$ cat config.mk
export PLATFORM = sky130hd
export DESIGN_NAME = fib_rr_scheduler
export DESIGN_NICKNAME = d
export VERILOG_FILES = /design/src/rtl/fib_rr_scheduler.sv
export SDC_FILE = /design/constraint.sdc
export NUM_CORES = 1
export LEC_CHECK = 0
export ABC_AREA = 1
export CELL_PAD_IN_SITES_DETAIL_PLACEMENT = 0
export CELL_PAD_IN_SITES_GLOBAL_PLACEMENT = 1
export CORE_ASPECT_RATIO = 0.5
export CORE_MARGIN = 2
export CORE_UTILIZATION = 41
export DETAILED_ROUTE_END_ITERATION = 6
export HOLD_SLACK_MARGIN = 0.03
export PLACE_DENSITY = 0.75
export SETUP_SLACK_MARGIN = 0.4
export SLEW_MARGIN = 20
export SYNTH_ARGS = -nofsm -noshare
export SYNTH_HDL_FRONTEND = slang
export SYNTH_SLANG_ARGS = --single-unit
$ cat constraint.sdc
create_clock -name clk -period 2.4 [get_ports clk]
set_input_delay 0.6 -clock clk [delete_from_list [all_inputs] [get_ports clk]]
set_output_delay 0.6 -clock clk [all_outputs]
set_load 0.1 [all_outputs]
$ cat src/rtl/fib_rr_scheduler.sv
// Round-robin scheduler sharing one iterative Fibonacci engine (F(n+2), one add per cycle) among NREQ requesters.
// Optional carry/overflow reporting is compiled in with FIB_OVF_DETECT_EN.
module fib_rr_scheduler #(
   parameter int NREQ = 4,
   parameter int W    = 32,
   parameter int NW   = 4,
   localparam int IDW = (NREQ > 1) ? $clog2(NREQ) : 1
) (
   input  logic              clk,
   input  logic              reset,
   input  logic [NREQ-1:0]   req,
   input  logic [NREQ*NW-1:0] req_n,
   output logic [NREQ-1:0]   grant,
   output logic              busy,
   output logic              done,
   output logic [IDW-1:0]    done_id,
   output logic [W-1:0]      result
`ifdef FIB_OVF_DETECT_EN
   ,output logic             ovf
`endif
);

   typedef enum logic [1:0] {IDLE, CALC, DONE} state_t;

   state_t          state;
   logic [IDW-1:0]  rr_ptr;
   logic [IDW-1:0]  id;
   logic [NW-1:0]   nl;
   logic [NW-1:0]   cnt;
   logic [W-1:0]    f;
   logic [W-1:0]    c;

   logic            any_req;
   logic [IDW-1:0]  winner;

`ifdef FIB_OVF_DETECT_EN
   logic            sticky;
   logic [W:0]      sum_ext;
   assign sum_ext = {1'b0, f} + {1'b0, c};
`endif

   // Search starts one past the last winner so every requester is reached within NREQ jobs.
   always_comb begin
      // NOTE: defaults first so no path leaves any_req/winner unassigned (no latch).
      any_req = 1'b0;
      winner  = '0;
      for (int k = 1; k <= NREQ; k++) begin
         if (!any_req && req[(int'(rr_ptr) + k) % NREQ]) begin
            any_req = 1'b1;
            winner  = IDW'((int'(rr_ptr) + k) % NREQ);
         end
      end
   end

   // NOTE: all state below uses non-blocking assignments so every register sees pre-edge values.
   always_ff @(posedge clk) begin
      if (reset) begin
         state   <= IDLE;
         rr_ptr  <= IDW'(NREQ - 1);
         id      <= '0;
         nl      <= '0;
         cnt     <= '0;
         f       <= '0;
         c       <= '0;
         grant   <= '0;
         busy    <= 1'b0;
         done    <= 1'b0;
         done_id <= '0;
         result  <= '0;
`ifdef FIB_OVF_DETECT_EN
         sticky  <= 1'b0;
         ovf     <= 1'b0;
`endif
      end else begin
         grant <= '0;
         done  <= 1'b0;
         case (state)
            IDLE: begin
               busy <= any_req;
               if (any_req) begin
                  grant  <= NREQ'(1) << winner;
                  rr_ptr <= winner;
                  id     <= winner;
                  nl     <= req_n[int'(winner)*NW +: NW];
                  f      <= W'(1);
                  c      <= W'(1);
                  cnt    <= '0;
`ifdef FIB_OVF_DETECT_EN
                  sticky <= 1'b0;
`endif
                  state  <= CALC;
               end
            end
            CALC: begin
               busy <= 1'b1;
               if (cnt == nl) begin
                  state <= DONE;
               end else begin
`ifdef FIB_OVF_DETECT_EN
                  f      <= sum_ext[W-1:0];
                  sticky <= sticky | sum_ext[W];
`else
                  f      <= f + c;
`endif
                  c      <= f;
                  cnt    <= cnt + 1'b1;
               end
            end
            DONE: begin
               busy    <= 1'b1;
               done    <= 1'b1;
               result  <= f;
               done_id <= id;
`ifdef FIB_OVF_DETECT_EN
               ovf     <= sticky;
`endif
               state   <= IDLE;
            end
            default: state <= IDLE;
         endcase
      end
   end

endmodule

==> results of run 1 <==
cell families (layout without fill, tap and decap cells):
logic type | Yosys count | after routing
fa+ha+maj | 38 | 38
flops | 118 | 118
buf+inv | 142 | 247
compound gates | 192 | 192
xor+xnor | 8 | 8
simple gates | 548 | 548
tightest hold or removal path, cell delays in order (launching register included):
cell and delay (ns):
sky130_fd_sc_hd__dfxtp_1 0.30, sky130_fd_sc_hd__nand2_1 0.06, sky130_fd_sc_hd__a21oi_1 0.06
through the flow:
step	util, %	TNS, ns	setup WS [ns]	instances
2_1_floorplan	-	0	0.4911	1046
3_3_place_gp	47.96	-0.03484	-0.02021	1332
3_5_place_dp	47.96	-0.3757	-0.05626	1332
4_1_cts	52.61	0	0.3317	1369
5_1_grt	56.20	0	0.3252	1378
6_report	56.20	0	0.4080	1378
final cells by class:
type	instances	area, µm²	area share (%)
well taps	227	284.0	3.030
clock buffers	17	425.4	4.538
inverters	104	405.4	4.325
clock inverters	14	130.1	1.388
flip-flops and latches	118	2386	25.45
repair inverters	1	7.507	0.08009
multi-input cells	786	4686	49.99
repair buffers	111	1050	11.20
registers in the layout, summed over array words and instances (netlist names):
signal,count
c,32
f,32
result,32
cnt,4
grant,4
nl,4
done_id,2
id,2
rr_ptr,2
state,2
busy,1
done,1
worst paths after layout:
check	start	to	cells past startpoint
max	c[0]$_SDFFE_PP0P_	f[10]$_SDFFE_PP0P_	14
min	id[0]$_SDFFE_PP0N_	id[0]$_SDFFE_PP0N_	2
max reg2reg	c[0]$_SDFFE_PP0P_	f[10]$_SDFFE_PP0P_	14
min reg2reg	id[0]$_SDFFE_PP0N_	id[0]$_SDFFE_PP0N_	2
synthesized netlist by cell type, drive strengths merged:
| cell type | count |
|---|---|
| nand4 | 12 |
| fa | 1 |
| buf | 21 |
| o211ai | 2 |
| nand3 | 63 |
| xor2 | 4 |
| or2 | 7 |
| clkbuf | 17 |
| o21ai | 73 |
| nand3b | 6 |
| nor3b | 1 |
| inv | 104 |
| nor2 | 141 |
| a21oi | 114 |
| a31oi | 1 |
| ha | 37 |
| dfxtp | 118 |
| o21bai | 1 |
| nor3 | 12 |
| xnor2 | 4 |
| a21boi | 1 |
| nand2 | 306 |
cell usage in the layout, fill, tap and decap left out, drive strengths merged:
cell type	synthesis	layout
or2	7	7
xnor2	4	4
ha	37	37
nand4	12	12
nand2	306	306
xor2	4	4
nand3b	6	6
clkdlybuf4s50	0	16
clkinvlp	0	5
buf	21	87
bufinv	0	1
dfxtp	118	118
a21oi	114	114
clkinv	0	9
o21ai	73	73
nor3	12	12
nand3	63	63
fa	1	1
nor3b	1	1
inv	104	104
o211ai	2	2
a21boi	1	1
clkbuf	17	21
o21bai	1	1
nor2	141	141
a31oi	1	1
dlymetal6s2s	0	4
metal layers:
layer  GRT usage [%]  vias up  wire length, µm
met5               0        -                0
met4           4.711        0              172
met3           4.406       18              972
met2           33.54      133             8816
met1           33.24     3142            11480
li1                -     3561                -
timing repair:
| action | CTS | global route |
|---|---|---|
| pin swaps | 13 | 19 |
| setup buffers | 6 | 4 |
| gates cloned | 0 | 5 |
| endpoints found under the setup margin | 54 | 80 |
| gates resized for setup | 45 | 114 |
where the power goes:
part	total, mW	internal, mW	switching [mW]
clock network	2.44	1.43	1.01
logic	6.15	1.92	4.23
registers	2.59	2.33	0.258
==> impl_metrics.env, run 1 <==
export IMPL_run_status="completed"
export IMPL_yosys_area_share_simple_pct=33.45
export IMPL_worstPathRequired_ns=2.76
export IMPL_yosysTopAreaCellShare_pct=33.20
export IMPL_grtUsageTotal_pct=22.49
export IMPL_total_leakage_power_nw=4.069
export IMPL_ys_top_cells_by_area="sky130_fd_sc_hd__dfxtp_1 (33%), sky130_fd_sc_hd__nand2_1 (14%), sky130_fd_sc_hd__nor2_1 (7.4%), sky130_fd_sc_hd__a21oi_2 (6.6%), sky130_fd_sc_hd__ha_1 (6.5%)"
export IMPL_floorplan_core_area_mm2=0.01668
export IMPL_design_die_area_mm2=0.01849
export IMPL_start_util_pct=42.65
export IMPL_worst_path_largest_cell_delay_ns=0.35
export IMPL_max_freq_mhz=502.0
export IMPL_post_synth_cell_area_avg_um2=6.801
export IMPL_report_final_setup_viol=0
export IMPL_critical_path_top_delay_family="simple AND/OR/NAND/NOR gates"
export IMPL_cp_cell_sequence="ha_4 > inv_2 > fa_2 > inv_2 > nand3_2 > nand2_4 > nand2_4 > nand2_4 > nand2_2 > nand2_2 > buf_6 > xnor2_1 > or2_1 > a21oi_2"
export IMPL_fillers=1670
export IMPL_yosys_area_share_adder_pct=6.789
export IMPL_num_vias=6854
export IMPL_power_per_cell_area_mw_per_mm2=1192
export IMPL_numCtsBuffers=17
export IMPL_clock_sink_count=118
export IMPL_rsz0062_at_grt="true"
export IMPL_port_buffer_count=61
export IMPL_rows=33
export IMPL_start_kind="flip-flop"
export IMPL_worst_pin_slew_ns=0.4774
export IMPL_ir_drop_worst_vdd_mv=1.062
export IMPL_worst_hold_slack_ns=0.4653
export IMPL_io_pins=62
export IMPL_sum_of_net_half_perimeters_after_detailed_placement_mm=14.95
export IMPL_initialDrtViolationCount=416
export IMPL_period_share_pct=83.00
export IMPL_synth_yosys_seq_area_share_pct=33.20
export IMPL_chipHeight_um=97.15
export IMPL_max_slew_margin_rel_pct=68.18
export IMPL_place_area_mm2=0.008000
export IMPL_first_global_vias=6511
export IMPL_yosys_mux_area_fraction_pct=0
export IMPL_yosys_cell_types_count=36
export IMPL_grt_pass1_wl_mm=33.24
export IMPL_wl_per_cell_um=15.56
export IMPL_ctsHtreeMaxLevel=4
export IMPL_grt_antenna_before_repair=0
export IMPL_clockRootBuffer="sky130_fd_sc_hd__clkbuf_16"
export IMPL_syn_to_final_growth_pct=31.76
export IMPL_synth_xor_xnor_area_share_pct=0.9849
export IMPL_viasPerCell=4.974
export IMPL_clk_pin_slew_worst_paths_ns=0.06
export IMPL_finalNetCount=1199
export IMPL_finalWorstPathRequiredPeriod_ns=1.992
export IMPL_combinational_family_with_the_most_area_after_synthesis="simple AND/OR/NAND/NOR gates"
export IMPL_postSynthNetCount=1106
export IMPL_cp_end_kind="flip-flop"
export IMPL_detail_route_first_pass_iterations=4
export IMPL_route_antenna_remaining_nets=0
export IMPL_synthesis_instances=1046
export IMPL_drv_slew=0
export IMPL_final_setup_skew_ns=0.008435
export IMPL_cts_path_max_buffers=2
export IMPL_hold_viol=0
export IMPL_globalRouteOverflowTotal=0
export IMPL_cts_tree="done"
export IMPL_critical_path_top_cell_by_count="sky130_fd_sc_hd__nand2_4"
export IMPL_worstSetupPathType="reg2reg"
export IMPL_route_final_wire_length_mm=21.45
export IMPL_globalplace_congestion=0.9239
export IMPL_synth_largest_area_cell="sky130_fd_sc_hd__dfxtp_1"
export IMPL_critPathSlowestCell="sky130_fd_sc_hd__dfxtp_2"
export IMPL_cap_violations=0
export IMPL_worst_hold_class="reg2reg"
export IMPL_path_max_fanout=4
export IMPL_synth_compound_gate_area_share_pct=16.51
export IMPL_chipWidth_um=190.3
export IMPL_final_layout_size_suffix_gt1_share_pct=31.02
export IMPL_post_layout_total_power_mw=11.18
export IMPL_yosys_warnings=0
export IMPL_pin_count_of_the_biggest_net_entering_global_routing=39
export IMPL_crit_buf_inv=3
export IMPL_clock_latency_reported_for_the_late_side_of_the_worst_skew_pair_ns=0.42
export IMPL_final_design_area_no_fill_mm2=0.009374
export IMPL_route_detailed_drc=0
export IMPL_antenna_cells_inserted=0
export IMPL_r2r_setup_slack_ns=0.41
export IMPL_post_cts_hold_fix_bufs=0
export IMPL_worst_endpoint_arrival_ns=2.35
export IMPL_yosys_register_bits=118
export IMPL_synth_cell_area_mm2=0.007114
(Power assumes the default switching activity.)
==> run 2: changes to the inputs <==
- CORE_UTILIZATION: 41 -> 38
- PLACE_DENSITY: 0.75 -> 0.73
- clock period: 2.4 -> 1.74 ns (I/O delays scaled with it)
==> impl_metrics.env, run 2 (synthesized netlist as in run 1, its figures left out) <==
export IMPL_run_status="finished, violations left"
export IMPL_violated_checks="negative setup slack"
export IMPL_r2r_setup_slack_ns=-0.30
export IMPL_cp_end_kind="flip-flop"
export IMPL_whs_path_depth=2
export IMPL_max_freq_mhz=489.4
export IMPL_initialDrtViolationCount=400
export IMPL_viasPerCell=5.047
export IMPL_power_per_cell_area_mw_per_mm2=1797
export IMPL_rows=35
export IMPL_holdCritStartpoint="id[1]$_SDFFE_PP0N_"
export IMPL_cap_violations=0
export IMPL_layout_commonest_cell="sky130_fd_sc_hd__nand2_1"
export IMPL_chipHeight_um=100.8
export IMPL_syn_to_final_growth_pct=74.15
export IMPL_worstSetupPathType="reg2reg"
export IMPL_chipWidth_um=197.5
export IMPL_globalplace_congestion=0.9140
export IMPL_start_kind="flip-flop"
export IMPL_globalRouteOverflowTotal=0
export IMPL_mostFrequentLayoutCells="sky130_fd_sc_hd__nand2_1 (156), sky130_fd_sc_hd__buf_4 (128), sky130_fd_sc_hd__nor2_1 (118)"
export IMPL_final_layout_size_suffix_gt1_share_pct=51.36
export IMPL_route_final_wire_length_mm=25.22
export IMPL_report_final_setup_viol=77
export IMPL_num_vias=7717
export IMPL_antenna_cells_inserted=0
export IMPL_total_leakage_power_nw=5.643
export IMPL_placed_cells=1444
export IMPL_numCtsBuffers=17
export IMPL_cp_cell_sequence="ha_4 > inv_2 > fa_2 > inv_2 > nand3_2 > nand2_4 > nand2_2 > nand2_4 > nand2_1 > nand2_2 > buf_6 > o21ai_2 > a21oi_2 > nor2_1 > nor2_1"
export IMPL_worst_endpoint_arrival_ns=2.40
export IMPL_clock_latency_reported_for_the_late_side_of_the_worst_skew_pair_ns=0.43
export IMPL_critical_path_top_delay_family="simple AND/OR/NAND/NOR gates"
export IMPL_drv_slew=0
export IMPL_grtUsageTotal_pct=25.31
export IMPL_route_detailed_drc=0
export IMPL_worst_pin_slew_ns=0.4648
export IMPL_finalWorstPathRequiredPeriod_ns=2.043
export IMPL_regToRegStartpoint="f[0]$_SDFFE_PP0P_"
export IMPL_design_die_area_mm2=0.01990
export IMPL_hold_end="done_id[1]$_SDFFE_PP0P_"
export IMPL_sum_of_net_half_perimeters_after_detailed_placement_mm=15.57
export IMPL_rr_endpoint="f[12]$_SDFFE_PP0P_"
export IMPL_fillers=1499
export IMPL_reg_top3="c x32, f x32, result x32"
export IMPL_detail_route_first_pass_iterations=5
export IMPL_path_max_fanout=3
export IMPL_port_buffer_count=61
export IMPL_ctsHtreeMaxLevel=4
export IMPL_clk_pin_slew_worst_paths_ns=0.06
export IMPL_rsz0062_at_grt="true"
export IMPL_cts_path_max_buffers=2
export IMPL_first_global_vias=7350
export IMPL_cts_tree="done"
export IMPL_start_util_pct=38.68
export IMPL_critPathSlowestCell="sky130_fd_sc_hd__fa_2"
export IMPL_finalNetCount=1337
export IMPL_period_share_pct=117.4
export IMPL_smallest_setup_slack_after_layout_ns=-0.3035
export IMPL_route_antenna_remaining_nets=0
export IMPL_worst_path_largest_cell_delay_ns=0.40
export IMPL_final_setup_skew_ns=0.009278
export IMPL_clockRootBuffer="sky130_fd_sc_hd__clkbuf_16"
export IMPL_floorplan_core_area_mm2=0.01839
export IMPL_layoutNonFillerInstCount=1529
export IMPL_hold_viol=0
export IMPL_worst_hold_class="reg2reg"
export IMPL_clock_sink_count=118
export IMPL_ir_drop_worst_vdd_mv=1.028
export IMPL_max_slew_margin_rel_pct=69.02
export IMPL_worstPathRequired_ns=2.10
export IMPL_io_pins=62
export IMPL_reg2regPathDepth=15
export IMPL_grt_pass1_wl_mm=39.07
export IMPL_crit_buf_inv=3
export IMPL_grt_antenna_before_repair=0
export IMPL_wl_per_cell_um=16.49
export IMPL_pin_count_of_the_biggest_net_entering_global_routing=68
export IMPL_post_layout_total_power_mw=22.27
==> run 2: cell types whose count changed in the layout (fill, tap and decap cells not counted), moves of 12 or more <==
| cell | previous run | this run |
|---|---|---|
| sky130_fd_sc_hd__buf_4 | 80 | 128 |
| sky130_fd_sc_hd__nand3_2 | 14 | 30 |
| sky130_fd_sc_hd__buf_6 | 1 | 22 |
| sky130_fd_sc_hd__buf_16 | 1 | 13 |
| sky130_fd_sc_hd__buf_12 | 5 | 57 |
| sky130_fd_sc_hd__nand2_4 | 7 | 62 |
| sky130_fd_sc_hd__dfxtp_1 | 101 | 63 |
| sky130_fd_sc_hd__dfxtp_2 | 16 | 51 |
| sky130_fd_sc_hd__nand2_2 | 66 | 85 |
| sky130_fd_sc_hd__nand2_1 | 232 | 156 |
| sky130_fd_sc_hd__nand3_1 | 49 | 28 |
==> run 2: what timing repair did <==
| action | CTS | global route |
|---|---|---|
| hold buffers | 0 | 0 |
| pin swaps | 47 | 61 |
| gates cloned | 13 | 2 |
| gates resized for setup | 186 | 165 |
| buffers inserted | 19 | 20 |
| setup endpoints to repair | 123 | 157 |
==> run 2: layer usage <==
layer	part of all wire [%]	global-route usage [%]	up-vias
met4	1.2	5.957	0
li1	-	-	3851
met3	3.7	4.450	23
met1	51	36.49	3691
met2	44	39.27	152
met5	0	0	-
==> run 2: worst max path at each step <==
stage	to	slack (ns)	startpoint	cells past startpoint
finish	f[12]$_SDFFE_PP0P_	-0.30	f[0]$_SDFFE_PP0P_	15
global route	f[10]$_SDFFE_PP0P_	-0.40	c[0]$_SDFFE_PP0P_	14
CTS	f[10]$_SDFFE_PP0P_	-0.19	c[0]$_SDFFE_PP0P_	14
detailed placement	c[30]$_SDFFE_PP0P_	-0.54	req[0]	13
global placement	nl[0]$_SDFFE_PP0N_	-0.49	req[3]	14
floorplan	f[26]$_SDFFE_PP0P_	-0.01	c[0]$_SDFFE_PP0P_	15
==> run 2: layout make-up <==
type / instances / area, µm² / area share [%]
Inverter: 104 / 454.2 / 3.666
Tap cell: 240 / 300.3 / 2.424
Clock buffer: 22 / 474.2 / 3.828
Sequential cell: 118 / 2441 / 19.70
Multi-Input combinational cell: 787 / 5494 / 44.34
Clock inverter: 9 / 172.7 / 1.394
Timing Repair inverter: 1 / 16.27 / 0.1313
Timing Repair Buffer: 248 / 3037 / 24.51
==> run 2: power by group <==
group | switching [mW] | leakage (nW) | internal (mW)
combinational | 8.12 | 4.34 | 6.40
sequential | 0.498 | 0.983 | 3.30
clock | 1.31 | 0.316 | 2.64
==> run 2: per-stage QoR <==
stage / worst slack [ns] / hold slack (ns) / utilization (%) / TNS, ns / instance area, µm²
3_5_place_dp: -0.5410 / 0.4668 / 52.80 / -37.78 / 9712
6_report: -0.3035 / 0.4809 / 67.36 / -13.97 / 12390
2_1_floorplan: -0.01451 / 0.4440 / - / -0.01451 / 7576
5_1_grt: -0.4034 / 0.4962 / 67.36 / -20.45 / 12390
4_1_cts: -0.1932 / 0.4787 / 63.00 / -9.005 / 11590
3_3_place_gp: -0.4939 / 0.4578 / 52.80 / -34.31 / 9712
==> run 2: tightest hold or removal path, stage by stage (launching register included) <==
cell and delay (ns):
sky130_fd_sc_hd__dfxtp_1 0.31, sky130_fd_sc_hd__nor2_1 0.09, sky130_fd_sc_hd__nor2_1 0.04
==> RTL change (config.mk and constraints of run 2) <==
Build with the macro `FIB_OVF_DETECT_EN` defined.
--- a/src/rtl/fib_rr_scheduler.sv
+++ b/src/rtl/fib_rr_scheduler.sv
@@ -1,4 +1,6 @@
 // Round-robin scheduler sharing one iterative Fibonacci engine (F(n+2), one add per cycle) among NREQ requesters.
 // Optional carry/overflow reporting is compiled in with FIB_OVF_DETECT_EN.
+`define FIB_OVF_DETECT_EN
+
 module fib_rr_scheduler #(
    parameter int NREQ = 4,
Check against the original RTL (old outputs only; new: ovf): same outputs for any inputs over 4 cycles, from zero or initial values and one cycle with reset high; that may be too few to reach the edited logic, so the function may still have changed.
==> RTL change against run 2 <==
  * The run still ends with setup timing left
  * Power increased by 2.3%
  * Cell area grew 3.9%
  * Synthesized area increased by 3.7%
  * Sequential cell count is 2 higher
  * Wire length is 2.7% higher
  * Sequential share of layout area is 0.29 points lower
  * Setup slack got worse by 87 ps
  * Critical path type unchanged
  * Largest power group unchanged
==> RTL change: results (changes against run 2) <==
Failing checks: setup timing
Top Registers: c x32, f x32, result x32
Worst setup margin: -391.0 ps (-87.49 ps)
Data arrival time of the worst path: 2490 ps (+90 ps)
GRT Resource Usage Total: 25.16% (-0.15 points)
CTS max path bufs: 2 (unchanged)
Worst-Skew Late Latency: 420 ps
Initial antenna violation count: 0 (unchanged)
Syn_nets: 1130 (+2.2%)
Relative slew slack: 67.77% (-1.2 points)
Post-synthesis compound-gate area fraction: 16.28% (-0.23 points)
Routability cong.: 0.9093 (-0.51%)
Status: finished with violations
Max FO, Critical Path: 3 (unchanged)
Drt wl/cell: 16.17 µm (-2.0%)
Count leader, synth: nand2_1
Mux contribution to synthesized area: 0% (unchanged)
Antenna-violating nets left: 0 (unchanged)
Yosys warns: 0 (unchanged)
Top_reg_cell synth: dfxtp_1
H-tree Lvls: 4 (unchanged)
Final setup violation count: 82 (+6.5%)
Hold Crit Class: reg -> reg
Fillers: 1545 (+3.1%)
Final nets: 1394 (+4.3%)
Largest net degree at the start of global routing: 68 (unchanged)
Most instantiated cells after synthesis: nand2_1 (251), nor2_1 (136), dfxtp_1 (120)
Layout cells sized above 1: 52.49% (+1.1 points)
Leakage: 5.967 nW (+5.7%)
Cell variety after synth: 36 (unchanged)
Top cells by area, synth: dfxtp_1 (33%), nand2_1 (13%), nor2_1 (6.9%), a21oi_2 (6.8%), ha_1 (6.4%)
CTS Root Cell: clkbuf_16
Sequential fraction of the synthesis area: 32.57% (-0.63 points)
Pre-antenna DRT Iters: 4 (-1)
Synth Area in XOR/XNOR: 0.8312% (-0.15 points)
Global-route wire length before repair: 40600 µm (+3.9%)
Via count: 7810 (+1.2%)
Adder-Cell Fraction of Synth Area: 6.718% (-0.071 points)
Asr flop ratio synth: 0% (unchanged)
DRC violation total after the first TritonRoute iteration: 340 (-15%)
# diodes: 0 (unchanged)
VDD IR max: 0.001400 V (+36%)
Port bufs: 62 (+1.6%)
Inserted Clock Buffers: 17 (unchanged)
Post-DP HPWL: 16960 µm (+8.9%)
Post-synthesis cell count: 1069 (+2.2%)
Clock Skews: 9.959 ps (+0.6809 ps)
Placed insts: 1511 (+4.6%)
Clock Pin Slew Worst Setup and Hold Paths: 60 ps (about the same)
Post-DR vias/cell: 4.875 (-3.4%)
## RTL change: routing by layer
layer | vias to the layer above | GRT usage [%] | wire (µm)
met5 | - | 0 | 0
met4 | 0 | 5.983 | 293
met3 | 27 | 4.235 | 900
met2 | 141 | 43.09 | 11980
met1 | 3649 | 33.64 | 12730
li1 | 3993 | - | -
## RTL change: power breakdown
group / leakage (nW) / switching (W) / internal (W)
Combinational: 4.67 / 0.00839 / 0.00684
Clock: 0.290 / 0.00130 / 0.00237
Sequential: 1.00 / 0.000519 / 0.00337
Total: 5.97 / 0.0102 / 0.0126
## RTL change: layout make-up
cell class	count	area share [%]
multi-input cells	805	44.51
clock buffers	20	3.391
inverters	110	3.634
clock inverters	9	1.185
well taps	259	2.517
repair inverters	1	0.08745
flip-flops and latches	120	19.41
repair buffers	278	25.26
## RTL change: final timing paths
check,from,to,slack (ps),cells after the start
max,c[0],f[6],-390,16
min,c[23],c[23],470,2
max reg2reg,c[0],f[6],-390,16
min reg2reg,c[23],c[23],470,2
## RTL change: critical path, cell delays in order, from the launching register on
cell and delay, ps:
dfxtp_2 350, ha_4 140, inv_2 30, fa_2 350, inv_2 70, nand3_2 90
nand2_4 90, buf_6 100, inv_2 30, o21ai_2 150, buf_4 140, buf_6 80
buf_6 80, buf_6 80, or2_4 100, nand3_2 60, a21oi_2 120
## RTL change: repair_timing
item / CTS / global route
endpoints found under the setup margin: 126 / 152
endpoints found under the hold margin: 0 / 0
cloned: 12 / 1
pin swaps: 58 / 47
gates resized for setup: 199 / 102
hold buffers: 0 / 0
buffers inserted: 35 / 14
## RTL change: cells by family (layout without fill, tap and decap cells)
family,Yosys count,in the layout
XOR/XNOR,7,7
buffers and inverters,146,418
AO/OA/AOI/OAI,194,194
adder cells (fa/ha/maj),39,39
AND/OR/NAND/NOR,563,565
flip-flops,120,120
## RTL change: through the flow
| step | setup TNS [ps] | util [%] | total power (W) | area [µm²] | worst slack, ps |
|---|---|---|---|---|---|
| after floorplan | -148.6 | - | 0.01068 | 8005 | -55.95 |
| after detailed placement | -43910 | 55.40 | 0.01375 | 10360 | -611.2 |
| final | -23510 | 68.87 | 0.02278 | 12880 | -391.0 |
| after CTS | -13560 | 65.85 | 0.02148 | 12310 | -352.4 |
| after global routing | -30590 | 68.87 | 0.02374 | 12880 | -512.4 |
| after global placement | -39820 | 55.40 | 0.01360 | 10360 | -537.2 |
